--- config.mk ---
export PLATFORM = sky130hd
export DESIGN_NAME = conv_sched_ctrl
export DESIGN_NICKNAME = d
export VERILOG_FILES = /design/src/rtl/conv_ctrl_pkg.sv /design/src/rtl/valid_delay.sv /design/src/rtl/conv_sched_ctrl.sv
export SDC_FILE = /design/constraint.sdc
export NUM_CORES = 1
export LEC_CHECK = 0
export BUFFER_PORTS_ARGS = -buffer_cell sky130_fd_sc_hd__buf_2
export CORE_MARGIN = 5
export CORE_UTILIZATION = 40
export CTS_BUF_LIST = sky130_fd_sc_hd__clkbuf_4 sky130_fd_sc_hd__clkbuf_8
export DETAILED_ROUTE_END_ITERATION = 7
export GPL_ROUTABILITY_DRIVEN = 0
export PLACE_DENSITY = 0.68
export SETUP_SLACK_MARGIN = 0.02
export SLEW_MARGIN = 20
export SYNTH_ARGS = -nofsm -noshare
export SYNTH_HDL_FRONTEND = slang
export SYNTH_SLANG_ARGS = --single-unit
--- constraint.sdc ---
create_clock -name clk -period 2.8 [get_ports clk]
set_input_delay 0.14 -clock clk [delete_from_list [all_inputs] [get_ports clk]]
set_output_delay 0.14 -clock clk [all_outputs]
set_load 0.02 [all_outputs]
--- src/rtl/conv_ctrl_pkg.sv ---
// Shared types and sizing helpers for the convolution sequencing controller.
package conv_ctrl_pkg;

  typedef enum logic [2:0] {
    ST_IDLE,
    ST_RUN,
    ST_DRAIN,
    ST_OUT,
    ST_CLR,
    ST_DONE
  } state_e;

  // Address width for a memory of the given depth; a depth-1 memory still gets one bit.
  function automatic int addr_w(input int depth);
    return (depth <= 1) ? 1 : $clog2(depth);
  endfunction

  function automatic int xaddr_w(input int n);
    return addr_w(n);
  endfunction

  function automatic int faddr_w(input int m);
    return addr_w(m);
  endfunction

endpackage

--- src/rtl/valid_delay.sv ---
// Shift register that delays the issue strobe to line up multiply and accumulate enables.
module valid_delay #(
  parameter int DEPTH = 2
) (
  input  logic             clk,
  input  logic             rst_n,
  input  logic             clr,
  input  logic             din,
  output logic [DEPTH-1:0] dout
);

  logic [DEPTH-1:0] pipe_q, pipe_d;

  always_comb begin
    pipe_d = DEPTH'({pipe_q, din});
    if (clr) pipe_d = '0;
  end

  always_ff @(posedge clk or negedge rst_n) begin
    if (!rst_n) pipe_q <= '0;
    else        pipe_q <= pipe_d;
  end

  assign dout = pipe_q;

endmodule

--- src/rtl/conv_sched_ctrl.sv ---
// Sequencer for the 1-D convolution MAC: issues X/F read pairs per output, drains the
// pipe, and hands each accumulated result downstream under valid/ready.
//
// state | meaning
// IDLE  | waiting for conv_start; accumulator held in clear
// RUN   | one X/F address pair per cycle, f_idx 0..M-1
// DRAIN | let the last RD_LAT+1 pipe stages land in the accumulator
// OUT   | result valid, waiting for m_ready_y
// CLR   | one-cycle accumulator clear before the next output
// DONE  | one-cycle conv_done pulse
module conv_sched_ctrl
  import conv_ctrl_pkg::*;
#(
  parameter  int N      = 128,
  parameter  int M      = 32,
  parameter  int RD_LAT = 1,
  localparam int XW     = xaddr_w(N),
  localparam int FW     = faddr_w(M)
) (
  input  logic          clk,
  input  logic          reset,
  input  logic          conv_start,
  input  logic          abort,
  input  logic          m_ready_y,
  output logic [XW-1:0] xmem_addr,
  output logic [FW-1:0] fmem_addr,
  output logic          en_mult,
  output logic          en_accum,
  output logic          reset_accum,
  output logic          m_valid_y,
  output logic          conv_done,
  output logic          busy
);

  localparam int            DW     = addr_w(RD_LAT + 1);
  localparam logic [FW-1:0] F_LAST = FW'(M - 1);
  localparam logic [XW-1:0] O_LAST = XW'(N - M);

  state_e          state_q, state_d;
  logic [XW-1:0]   out_idx_q, out_idx_d;
  logic [FW-1:0]   f_idx_q, f_idx_d;
  logic [DW-1:0]   drain_q, drain_d;
  logic [RD_LAT:0] pipe;
  logic            issue;

  always_ff @(posedge clk or negedge reset) begin
    if (!reset) begin
      state_q   <= ST_IDLE;
      out_idx_q <= '0;
      f_idx_q   <= '0;
      drain_q   <= '0;
    end else begin
      state_q   <= state_d;
      out_idx_q <= out_idx_d;
      f_idx_q   <= f_idx_d;
      drain_q   <= drain_d;
    end
  end

  always_comb begin
    state_d   = state_q;
    out_idx_d = out_idx_q;
    f_idx_d   = f_idx_q;
    drain_d   = drain_q;
    if (abort) begin
      state_d   = ST_IDLE;
      out_idx_d = '0;
      f_idx_d   = '0;
      drain_d   = '0;
    end else begin
      unique case (state_q)
        ST_IDLE: begin
          if (conv_start) begin
            state_d   = ST_RUN;
            out_idx_d = '0;
            f_idx_d   = '0;
          end
        end
        ST_RUN: begin
          if (f_idx_q == F_LAST) begin
            state_d = ST_DRAIN;
            f_idx_d = '0;
            drain_d = DW'(RD_LAT);
          end else begin
            f_idx_d = f_idx_q + 1'b1;
          end
        end
        ST_DRAIN: begin
          // Down-counter loaded with RD_LAT gives exactly RD_LAT+1 drain cycles.
          if (drain_q == '0) state_d = ST_OUT;
          else               drain_d = drain_q - 1'b1;
        end
        ST_OUT: begin
          if (m_ready_y) begin
            if (out_idx_q == O_LAST) begin
              state_d   = ST_DONE;
              out_idx_d = '0;
            end else begin
              state_d   = ST_CLR;
              out_idx_d = out_idx_q + 1'b1;
            end
          end
        end
        ST_CLR:  state_d = ST_RUN;
        ST_DONE: state_d = ST_IDLE;
        default: state_d = ST_IDLE;
      endcase
    end
  end

  assign issue = (state_q == ST_RUN);

  valid_delay #(
    .DEPTH (RD_LAT + 1)
  ) u_valid_delay (
    .clk   (clk),
    .rst_n (reset),
    .clr   (abort),
    .din   (issue),
    .dout  (pipe)
  );

  assign en_mult     = pipe[RD_LAT-1];
  assign en_accum    = pipe[RD_LAT];
  assign xmem_addr   = issue ? (out_idx_q + XW'(f_idx_q)) : '0;
  assign fmem_addr   = issue ? f_idx_q : '0;
  assign reset_accum = (state_q == ST_IDLE) || (state_q == ST_CLR);
  assign m_valid_y   = (state_q == ST_OUT);
  assign conv_done   = (state_q == ST_DONE);
  assign busy        = (state_q != ST_IDLE);

endmodule

==> run_results.csv <==
group,metric,value,unit
setup_path,worst-path-buf-inv,2,
cells_and_area,nets,185,
cells_and_area,sequential_cell_area,450,um2
yosys,synth_ff_type,"dfrtp_1",
power,p_comb_frac,0.148,
setup_path,max_stage_delay,0.43,ns
setup_path,end_kind,"primary output",
global_route,grtUsageTotal,0.158,
clocking,clk_latency,0.29,ns
yosys,synth_edf_count,0,
setup_path,rr_endpoint,"state_q[0]",
cells_and_area,antennaDiodeCount,0,
global_route,grt_max_degree,19,
clocking,cts_root_buffer,"clkbuf_4",
power,internal_power,0.372,mW
yosys,synth_nets,160,
yosys,syn-cell-area,1340,um2
setup_path,critPathArrivalTime,2.18,ns
global_route,antenna_found_initial,0,
sta,max_slew.worst_pin.slew,0.452,ns
sta,tns,0,ns
setup_path,crit_chain,"ha_1 -> inv_1 -> fa_1 -> nor2b_1 -> o2111ai_1 -> nand3_1 -> nor3b_1 -> buf_2",
setup_path,r2r_start,"f_idx_q[0]",
placement,portBuffers,22,
yosys,syn_avg_cell_area,9.22,um2
sta,fin_crit,2.32,ns
setup_path,slowest_stage,"dfrtp_1",
power,seq_power_share,0.538,
drt,vias,1167,
placement,dp.cells,210,
worst_hold_path,min_from,"m_ready_y",
placement,dp_hpwl,2440,um
power,vdd_drop_max,0.112,mV
clocking,cts_max_level,1,
yosys,synth_cell_types,41,
drt,drt_wl_total,3160,um
yosys,async_reset_ff_frac,1.00,
setup_path,crit_fanout,5,
global_route,grt_busiest_layer,"met2",
cells_and_area,final_cell_mix,"buf_2 (22), dfrtp_1 (18), nor2_1 (11)",
global_route,grt_use_met1,0.220,
cells_and_area,final_cells,215,
floorplanning,design.core.area,3280,um2
global_route,grt_use_met3,0.0150,
sta,hold_violations,0,
power,swShare,0.265,
cells_and_area,syn2layout_area_growth,14.8,%
drt,viasPerCell,5.43,
sta,min_period_over_period,0.828,
clocking,clk_pin_slew_worst_paths,0.11,ns
yosys,synth-seq-area-share,0.337,
setup_path,rr_worst_depth,6,
drt,first_pass_iters,4,
sta,max_freq,432,MHz
floorplanning,fp.dieH,67.8,um
yosys,ys_ff_latch,18,
power,cellPowerDensity,330,nW/um2
drt,drc,0,
global_route,grt_overflow,0,
sta,final-setup-viol-count,0,
global_route,grt_pass1_wl,5530,um
drt,wire_per_inst,14.7,um
clocking,cts.sinks,18,
sta,rsz0062_at_grt,"false",
run_status,status,"finished clean",
cells_and_area,drive_gt1_frac,0.225,
power,p_clk_frac,0.314,
yosys,synth_warnings,0,
setup_path,r2r_setup_slack,0.83,ns
worst_hold_path,min-delay-path-class,"input port to flop",
power,power_leakage,0.774,nW
clocking,cts.repair.resized,0,
setup_path,path_delay_family,"adder cells",
floorplanning,io_pins,23,
power,finalPower,0.506,mW
worst_hold_path,whs_path_depth,2,
sta,slew_headroom,0.695,
sta,clock_skew,0.00507,ns
clocking,post-cts-setup-buffers,0,
sta,slew_violations,0,
cells_and_area,layout_commonest_cell,"buf_2",
setup_path,cp-start-kind,"flop",
global_route,use_met2,0.248,
floorplanning,initial_core_util,0.407,
clocking,cts_tree,"built",
worst_hold_path,holdPathEnd,"state_q[2]",
cells_and_area,fill_cells,326,
run,cap_violations,0,
floorplanning,rows,21,
cells_and_area,multi_input_area,828,um2
clocking,cts_buffers,3,
yosys,synthesis.instances,145,
drt,drtAntennaViolNets,0,
clocking,cts_hold_buf,1,
setup_path,critical_path_required,2.66,ns
cells_and_area,fin_util,0.467,
power,power.switching,0.134,mW
clocking,clock_path_buffers,2,
setup_path,path_class,"flop to primary output",
floorplanning,dieWidth,67.8,um
drt,drt_iter0_drc,92,
floorplanning,die_area,4600,um2
global_route,grt_pass1_vias,1174,
## per-stage QoR
| stage | setup slack (ns) | area (um2) | hold WS [ns] |
|---|---|---|---|
| 2_1_floorplan | 0.758 | 1340 | -0.156 |
| 3_3_place_gp | 0.863 | 1490 | 0.0891 |
| 3_5_place_dp | 0.808 | 1490 | 0.0938 |
| 4_1_cts | 0.471 | 1530 | 0.0885 |
| 5_1_grt | 0.223 | 1530 | 0.0776 |
| 6_report | 0.483 | 1530 | 0.0954 |
## synth_stat cells, types with 2 or more instances
library cell | instances | area share
dfrtp_1 | 18 | 0.34
nor2_1 | 11 | 0.031
and2_1 | 9 | 0.042
ha_1 | 9 | 0.084
inv_1 | 9 | 0.025
nor2b_1 | 9 | 0.042
o21ai_0 | 9 | 0.034
a22o_1 | 8 | 0.052
nand2_1 | 8 | 0.022
and3_1 | 6 | 0.028
nor3_1 | 5 | 0.019
a21oi_1 | 4 | 0.015
mux2_2 | 3 | 0.025
nand3_1 | 3 | 0.011
nor3b_1 | 3 | 0.017
a21o_1 | 2 | 0.011
clkbuf_1 | 2 | 0.0056
o21a_1 | 2 | 0.011
o21ai_1 | 2 | 0.0075
or2_2 | 2 | 0.0094
## registers in the layout, indices dropped and copies added (netlist names)
register            flops
drain_q                 1
f_idx_q                 5
out_idx_q               7
state_q                 3
u_valid_delay.dout      2
## worst max path at each step
stage | from | endpoint | slack, ns | cells past startpoint
6_report | f_idx_q[0] | xmem_addr[6] | 0.48 | 8
5_1_grt | f_idx_q[0] | xmem_addr[6] | 0.22 | 8
4_1_cts | f_idx_q[0] | xmem_addr[6] | 0.47 | 8
3_5_place_dp | f_idx_q[0] | xmem_addr[6] | 0.81 | 8
3_3_place_gp | f_idx_q[0] | xmem_addr[6] | 0.86 | 8
2_1_floorplan | f_idx_q[0] | xmem_addr[6] | 0.76 | 7
## power by group through the flow
| stage | clock network [mW] | logic, mW | registers, mW |
|---|---|---|---|
| finish | 0.159 | 0.0748 | 0.272 |
| floorplan | 0 | 0.0514 | 0.275 |
| global placement | 0 | 0.0720 | 0.277 |
| detailed placement | 0 | 0.0740 | 0.278 |
| CTS | 0.160 | 0.0755 | 0.272 |
| global route | 0.176 | 0.0832 | 0.274 |
## layout make-up
cell class / count / area share
Inverter: 9 / 0.0220
Multi-Input combinational cell: 114 / 0.540
Clock buffer: 4 / 0.0237
Timing Repair Buffer: 24 / 0.0832
Sequential cell: 18 / 0.294
Tap cell: 46 / 0.0375
## kinds of logic (layout without fill, tap and decap cells)
family                   count (synthesis)  in the layout  share of synthesized area
AND/OR/NAND/NOR                         65             65                      0.287
AO/OA/AOI/OAI                           34             34                      0.184
flip-flops                              18             18                      0.337
buffers and inverters                   13             37                     0.0431
adder cells (fa/ha/maj)                 10             10                     0.0993
multiplexers                             5              5                     0.0496
## worst register-to-register path, cell delays in order, from the launching register on
cell     delay (ns)
dfrtp_1        0.44
ha_1           0.24
and3_1         0.19
ha_1           0.23
mux4_2         0.49
mux2i_1        0.13
nor3_1         0.17
## layer usage
metal | wire (um) | vias up
met5 | 0 | -
met4 | 34 | 0
met3 | 142 | 4
met2 | 1490 | 28
met1 | 1500 | 562
li1 | - | 573
(Power assumes the default switching activity.)
